[config.mk]
export PLATFORM = sky130hd
export DESIGN_NAME = spike_decoder
export DESIGN_NICKNAME = d
export VERILOG_FILES = /design/src/rtl/spike_decoder.sv
export SDC_FILE = /design/constraint.sdc
export NUM_CORES = 1
export LEC_CHECK = 0
export CAP_MARGIN = 20
export CORE_UTILIZATION = 55
export DETAILED_ROUTE_END_ITERATION = 10
export PLACE_DENSITY = 0.79
export SYNTH_ARGS = -nofsm -noshare
export SYNTH_HDL_FRONTEND = slang
export SYNTH_SLANG_ARGS = --single-unit
[constraint.sdc]
create_clock -name clk -period 9.1 [get_ports clk]
set_input_delay 1.365 -clock clk [delete_from_list [all_inputs] [get_ports clk]]
set_output_delay 1.365 -clock clk [all_outputs]
set_load 0.005 [all_outputs]
[src/rtl/spike_decoder.sv]
// spike_decoder
//   Output-layer decoder for the spiking network. It counts signed spikes per
//   output neuron over a fixed window and keeps each lane score saturating and
//   floored at zero. It then scans the lanes one per cycle to pick the winner
//   and holds the winner's index and score on a valid/ready handshake.
//
// Ports
//   clk          : rising-edge clock
//   rst          : asynchronous active-high reset
//   start        : begin a decode (sampled only in IDLE)
//   spike_data   : per-lane spike present
//   spike_sign   : per-lane polarity, 1 = positive, 0 = negative
//   busy         : high whenever not IDLE
//   result_valid : result available
//   result_ready : consumer accepts the result
//   result_idx   : winning lane
//   result_score : winning lane's score
//   result_none  : all scores zero at end of window
module spike_decoder #(
  parameter int unsigned N_OUT      = 4,
  parameter int unsigned CNT_W      = 8,
  parameter int unsigned WIN_CYCLES = 64,
  parameter int unsigned IDX_W      = $clog2(N_OUT)
) (
  input  logic             clk,
  input  logic             rst,
  input  logic             start,
  input  logic [N_OUT-1:0] spike_data,
  input  logic [N_OUT-1:0] spike_sign,
  output logic             busy,
  output logic             result_valid,
  input  logic             result_ready,
  output logic [IDX_W-1:0] result_idx,
  output logic [CNT_W-1:0] result_score,
  output logic             result_none
);

  localparam int unsigned       WC_W      = (WIN_CYCLES > 1) ? $clog2(WIN_CYCLES) : 1;
  localparam logic [WC_W-1:0]   WIN_LAST  = WC_W'(WIN_CYCLES - 1);
  localparam logic [IDX_W-1:0]  SCAN_LAST = IDX_W'(N_OUT - 1);

  typedef enum logic [1:0] {
    IDLE,
    COUNT,
    SCAN,
    HOLD
  } state_t;

  state_t           r_state;
  logic [CNT_W-1:0] r_score [N_OUT];
  logic [WC_W-1:0]  r_win_cnt;
  logic [IDX_W-1:0] r_scan_ptr;
  logic [IDX_W-1:0] r_best_idx;
  logic [CNT_W-1:0] r_best_score;
  logic             r_busy;
  logic             r_result_valid;
  logic [IDX_W-1:0] r_result_idx;
  logic [CNT_W-1:0] r_result_score;
  logic             r_result_none;

  logic [CNT_W-1:0] w_cur_score;
  logic             w_take;
  logic [IDX_W-1:0] w_next_idx;
  logic [CNT_W-1:0] w_next_score;

  // Running best including the lane under the scan pointer; strict compare
  // keeps the lowest index on a tie.
  always_comb begin
    w_cur_score  = r_score[r_scan_ptr];
    w_take       = (w_cur_score > r_best_score);
    w_next_idx   = w_take ? r_scan_ptr : r_best_idx;
    w_next_score = w_take ? w_cur_score : r_best_score;
  end

  always_ff @(posedge clk or posedge rst) begin
    if (rst) begin
      r_state        <= IDLE;
      for (int unsigned i = 0; i < N_OUT; i++) r_score[i] <= '0;
      r_win_cnt      <= '0;
      r_scan_ptr     <= '0;
      r_best_idx     <= '0;
      r_best_score   <= '0;
      r_busy         <= 1'b0;
      r_result_valid <= 1'b0;
      r_result_idx   <= '0;
      r_result_score <= '0;
      r_result_none  <= 1'b0;
    end else begin
      case (r_state)
        IDLE: begin
          if (start) begin
            r_state      <= COUNT;
            r_busy       <= 1'b1;
            for (int unsigned i = 0; i < N_OUT; i++) r_score[i] <= '0;
            r_win_cnt    <= '0;
            r_scan_ptr   <= '0;
            r_best_idx   <= '0;
            r_best_score <= '0;
          end
        end

        COUNT: begin
          for (int unsigned i = 0; i < N_OUT; i++) begin
            if (spike_data[i]) begin
              if (spike_sign[i]) begin
                if (r_score[i] != '1) r_score[i] <= r_score[i] + CNT_W'(1);
              end else begin
                if (r_score[i] != '0) r_score[i] <= r_score[i] - CNT_W'(1);
              end
            end
          end
          r_win_cnt <= r_win_cnt + WC_W'(1);
          if (r_win_cnt == WIN_LAST) begin
            r_state    <= SCAN;
            r_scan_ptr <= '0;
          end
        end

        SCAN: begin
          r_best_idx   <= w_next_idx;
          r_best_score <= w_next_score;
          if (r_scan_ptr == SCAN_LAST) begin
            // Last lane folds straight into the result registers.
            r_state        <= HOLD;
            r_result_valid <= 1'b1;
            r_result_idx   <= w_next_idx;
            r_result_score <= w_next_score;
            r_result_none  <= (w_next_score == '0);
          end else begin
            r_scan_ptr <= r_scan_ptr + IDX_W'(1);
          end
        end

        HOLD: begin
          if (result_ready) begin
            r_state        <= IDLE;
            r_busy         <= 1'b0;
            r_result_valid <= 1'b0;
          end
        end

        default: begin
          r_state <= IDLE;
          r_busy  <= 1'b0;
        end
      endcase
    end
  end

  assign busy         = r_busy;
  assign result_valid = r_result_valid;
  assign result_idx   = r_result_idx;
  assign result_score = r_result_score;
  assign result_none  = r_result_none;

endmodule

---- Yosys cells after proc, flatten, opt, wreduce, memory -nomap -nowiden ----
Index checks and enable logic that the tools add are counted.
storage, ports and cells
  register bits ........................... 65
  bits in latches ......................... 0
  bits in writable memories ............... 0
  memory bits (read-only) ................. 0
  bits of input ports ..................... 12
  output and inout bits ................... 13
  memories kept ........................... 0
operators by class
  add/sub/neg operators ................... 10
  multiply operators ...................... 0
  divide/modulo/power cells ............... 0
  order comparisons ....................... 2
  equality and inequality tests ........... 26
  shift operators ......................... 0
  mux-type cells .......................... 42
  bitwise operators ....................... 1
  reduce and logical (&&, ||, !) cells .... 22
operators by type and width
  cell                 number
  $mux 8               20
  $pmux 32 s2          1
  $add 8x1->8 const B  4
  $mux 32              1
  $ne 8x8->1 const B   4
  $reduce_bool 8->1    4
  $sub 8x1->8 const B  4
  $ne 3x3->1 const B   8
  $reduce_and 5->1     4
  $ne 2x2->1 const B   9
  $bmux 8 s2           1
  $mux 2               8
  $pmux 8 s2           1
  $pmux 6 s2           1
  $gt 8x8->1           1
  $logic_not 8->1      1
  $pmux 2 s4           1
  $reduce_and 4->1     2
  $reduce_bool 2->1    4
  $add 6x1->6 const B  1
  $eq 2x2->1 const B   3
  $eq 6x6->1 const B   1
  $mux 6               1
  $pmux 2 s3           1
  11 further kinds     17

---- Depth between registers and ports, before layout ----
  word-level depth ........................ 7
  mapped depth ............................ 11

---- Worst setup path after synthesis ----
OpenSTA, ideal clock, no wires.
  kind .................................... input port to flip-flop
  start ................................... input spike_sign[0]
  end ..................................... register r_score[31] (netlist name)
  arrival ................................. 2819 ps
  required time ........................... 9022 ps
  slack ................................... 6203 ps
  stages on the path ...................... 8
  buffers on the path ..................... 0
  cell sequence ........................... inv_1 ha_1 a21o_1 a211oi_1 o21ai_0 a21o_1 a211oi_1 o21bai_1
on the way
  word-level cells in the longest chain between the ends .. 3
  elaborated cells between the ends (all ways) .. 6
  those cells by class .................... 2 x eq/ne; 3 x mux; 1 x reduce/logical
RTL lines
  what             line  RTL
  start, declared  29    input logic [N_OUT-1:0] spike_sign,
  $mux 8           105   if (spike_sign[i]) begin
  $mux 8           104   if (spike_data[i]) begin
  $pmux 32 s2      89    case (r_state)
  end, declared    50    logic [CNT_W-1:0] r_score [N_OUT];
Several ways; a longest one is shown, not always the timed one. The select of a mux whose other input is x is not followed.
A chain may end at the register's enable or synchronous reset.

---- Final worst setup path ----
  start ................................... input spike_sign[2]
  end ..................................... register r_score[14] (netlist name)
The elaborated chain is that of the path after synthesis.

==> out/summary.txt <==
End of the worst register-to-register path - result_none
CTS tree - built
Die extent in y - 91.80 um
Critical path type - input port to flop
I/O pins - 25
Crit path launch - spike_sign[2]
Fraction of power consumed by combinational cells - 43.5%
Top Metal Used - met4
Die Footprint - 0.008427 mm^2
Least-Margin Pin Slew - 0.9905 ns
Power Density - 266.3 mW/mm^2
Clk sinks - 65
Share of cells above drive strength 1 - 5.000%
Initial DRC Count - 187
Max-slew violation total from the final report - 0
Largest net degree at the start of global routing - 66
Clk pin slew, worst setup/hold paths - 0.08 ns
Seq/Total Area, Yosys - 36.67%
R2r worst-path depth - 8
Nets - 570
Post-Syn Nets - 541
Wire length on met2 - 4.637 mm
Final instance area - 0.005009 mm^2
Placed Area - 0.004772 mm^2
Detailed-routing wirelength on met1 - 4.513 mm
Post-Syn Area - 0.004436 mm^2
I/O Buffers - 24
Post-synth top cells - dfrtp_1, nand2_1, o21ai_0
Vias in the first global route - 3758
Pre-CTS setup slack - 5.379 ns
FF-to-FF Start - r_scan_ptr[1]
Status - finished, final reports clean
Clock power frac - 21.4%
Clock skew - 0.008407 ns
Max-slew headroom at the worst pin - 33.27%
Total GRT Usage - 26.16%
Met3 wire len - 456 um
Yosys top cell area share - 36.67%
Post-route ant nets - 0
Seq cells post-synth - 65
Synth area leaders - dfrtp_1, ha_1, o21ai_0
First-pass GRT wire length - 17.66 mm
Max-Cap Viols - 0
Drt drc - 0
Row Count - 32
Reg-to-reg slack, setup - 5.69 ns
Pint - 0.7895 mW
CTS root buffer - clkbuf_8
Sw Pwr - 0.5442 mW
Clk buf depth - 2
Critical Path RT - 9.36 ns
Crit path launch type - input port
CTS resizes - 0
# diodes - 0
Post-Synthesis Cells - 486
Critical path cell sequence - clkdlybuf4s50_1, inv_1, ha_1, nor2b_1, o21ai_0, a21boi_0, o21a_1, o21a_1, o31ai_1
CP max FO - 6
Clk Latency, worst-skew pair - 0.35 ns
Routability cong. - 0.8758
Post-synthesis cell type count - 42
Die X - 91.80 um
FMAX - 292.5 MHz
Hold Fails Final Rpt - 0
Vias after detailed routing - 3797
CP endpoint kind - flop
Hold Path Class - flop to flop
Worst Setup Slack, final - 5.681 ns
Ys flop type - dfrtp_1
CP peak stage delay - 0.61 ns
Setup Viol. Count Final - 0
EDFF count, synth - 0
RSZ-0062 raised after global routing - false
Initial core utilization - 57.10%
Final Util - 64.48%
Final Total Pwr - 1.334 mW
Initial antenna violation count - 0
Maximum VDD drop - 0.1509 mV
Grt total ovfl - 0
Final Critical Period - 3.419 ns
Net Sw Frac - 40.80%
Most common cell on crit path - o21a_1
Area leader, netlist - dfrtp_1
Ys Warns - 0
Core Footprint - 0.007767 mm^2
CP arrival - 3.68 ns
Pleak - 2.154 nW
Synthesis-to-finish area growth - 12.92%
Htree depth - 3
Postcts setup bufs - 0
Post-synthesis async set-or-reset flop share - 100.0%
Routed vias/inst - 6.105
Routed WL - 9.924 mm
Router iterations before antenna repair - 5
Post-route clock period utilization - 37.57%
Average size of a mapped cell - 9.127 um^2
Share of power burned in registers - 35.1%
Critical-path top delay cell - clkdlybuf4s50_1
Routed len/inst - 15.95 um
CTS Hold Bufs - 0
DP Wirelength - 7.283 mm
Worst setup endpoint - r_score[14]
CTS buffer count - 9
Setup TNS - 0 ns
-- critical path: cells and delay by family --
family	cells	cell delay [ns]
compound gates	5	1.01
fa+ha+maj	1	0.38
buf+inv	2	0.79
simple gates	1	0.15
-- how the worst min path moves through the flow --
| stage | from | slack, ns | cells after the start | endpoint |
|---|---|---|---|---|
| after global placement | result_score[6] | 0.46 | 2 | result_score[6] |
| final | result_score[6] | 0.48 | 2 | result_score[6] |
| after floorplan | r_best_score[1] | 0.47 | 2 | r_best_score[1] |
| after CTS | result_idx[0] | 0.49 | 2 | result_idx[0] |
| after global routing | result_idx[1] | 0.51 | 2 | result_idx[1] |
| after detailed placement | result_idx[0] | 0.47 | 2 | result_idx[0] |
-- cell families after synthesis --
kind of cell | share of synthesized area, %
AOI/OAI and AO/OA | 18.65
adders and majority gates | 12.81
DFF | 36.67
and+or+nand+nor | 18.17
muxes | 7.278
buffers and inverters | 3.667
xor gates and xnor gates | 2.765
-- power by group through the flow --
stage	Sequential [mW]	Combinational (mW)	Clock (mW)
detailed placement	0.468	0.568	0
finish	0.468	0.580	0.285
CTS	0.463	0.572	0.288
floorplan	0.422	0.467	0
global placement	0.464	0.542	0
global route	0.478	0.663	0.299
-- routing by layer --
| metal | vias up | global-route usage [%] |
|---|---|---|
| met5 | - | 0 |
| li1 | 1839 | - |
| met4 | 0 | 11.07 |
| met1 | 1822 | 36.09 |
| met2 | 109 | 41.10 |
| met3 | 27 | 4.146 |
-- cell type report --
cell class,count,area [um^2]
Fill cell,623,2759
Multi-Input combinational cell,380,2646
Sequential cell,65,1627
Timing Repair Buffer,26,255.2
Clock buffer,11,151.4
Tap cell,102,127.6
Inverter,33,123.9
Clock inverter,5,77.57
-- layout by cell type (no fill, tap or decap), drive strengths merged, types with 9 or more instances in the layout --
cell type	n
ha	39
nand3	9
clkbuf	11
o31ai	9
nor2	28
inv	33
nand4	18
o21ai	64
nor3	16
dfrtp	65
nor2b	11
o21a	10
mux2i	9
nand2	65
clkdlybuf4s50	24
xor2	14
a21oi	12
-- per-stage QoR --
step / hold WS, ns / std cells
CTS: 0.4893 / 621
finish: 0.4796 / 622
global placement: 0.4618 / 605
detailed placement: 0.4714 / 605
global route: 0.5121 / 622
floorplan: 0.4711 / 486
-- state kept, by name (all words and copies together) (netlist names) --
signal and cells:
r_best_score 8, result_none 1, r_score 32, busy 1, r_best_idx 2, result_score 8, r_win_cnt 6, r_state 2
result_idx 2, r_scan_ptr 2, result_valid 1
No activity file was read; power rests on OpenSTA's default activity.
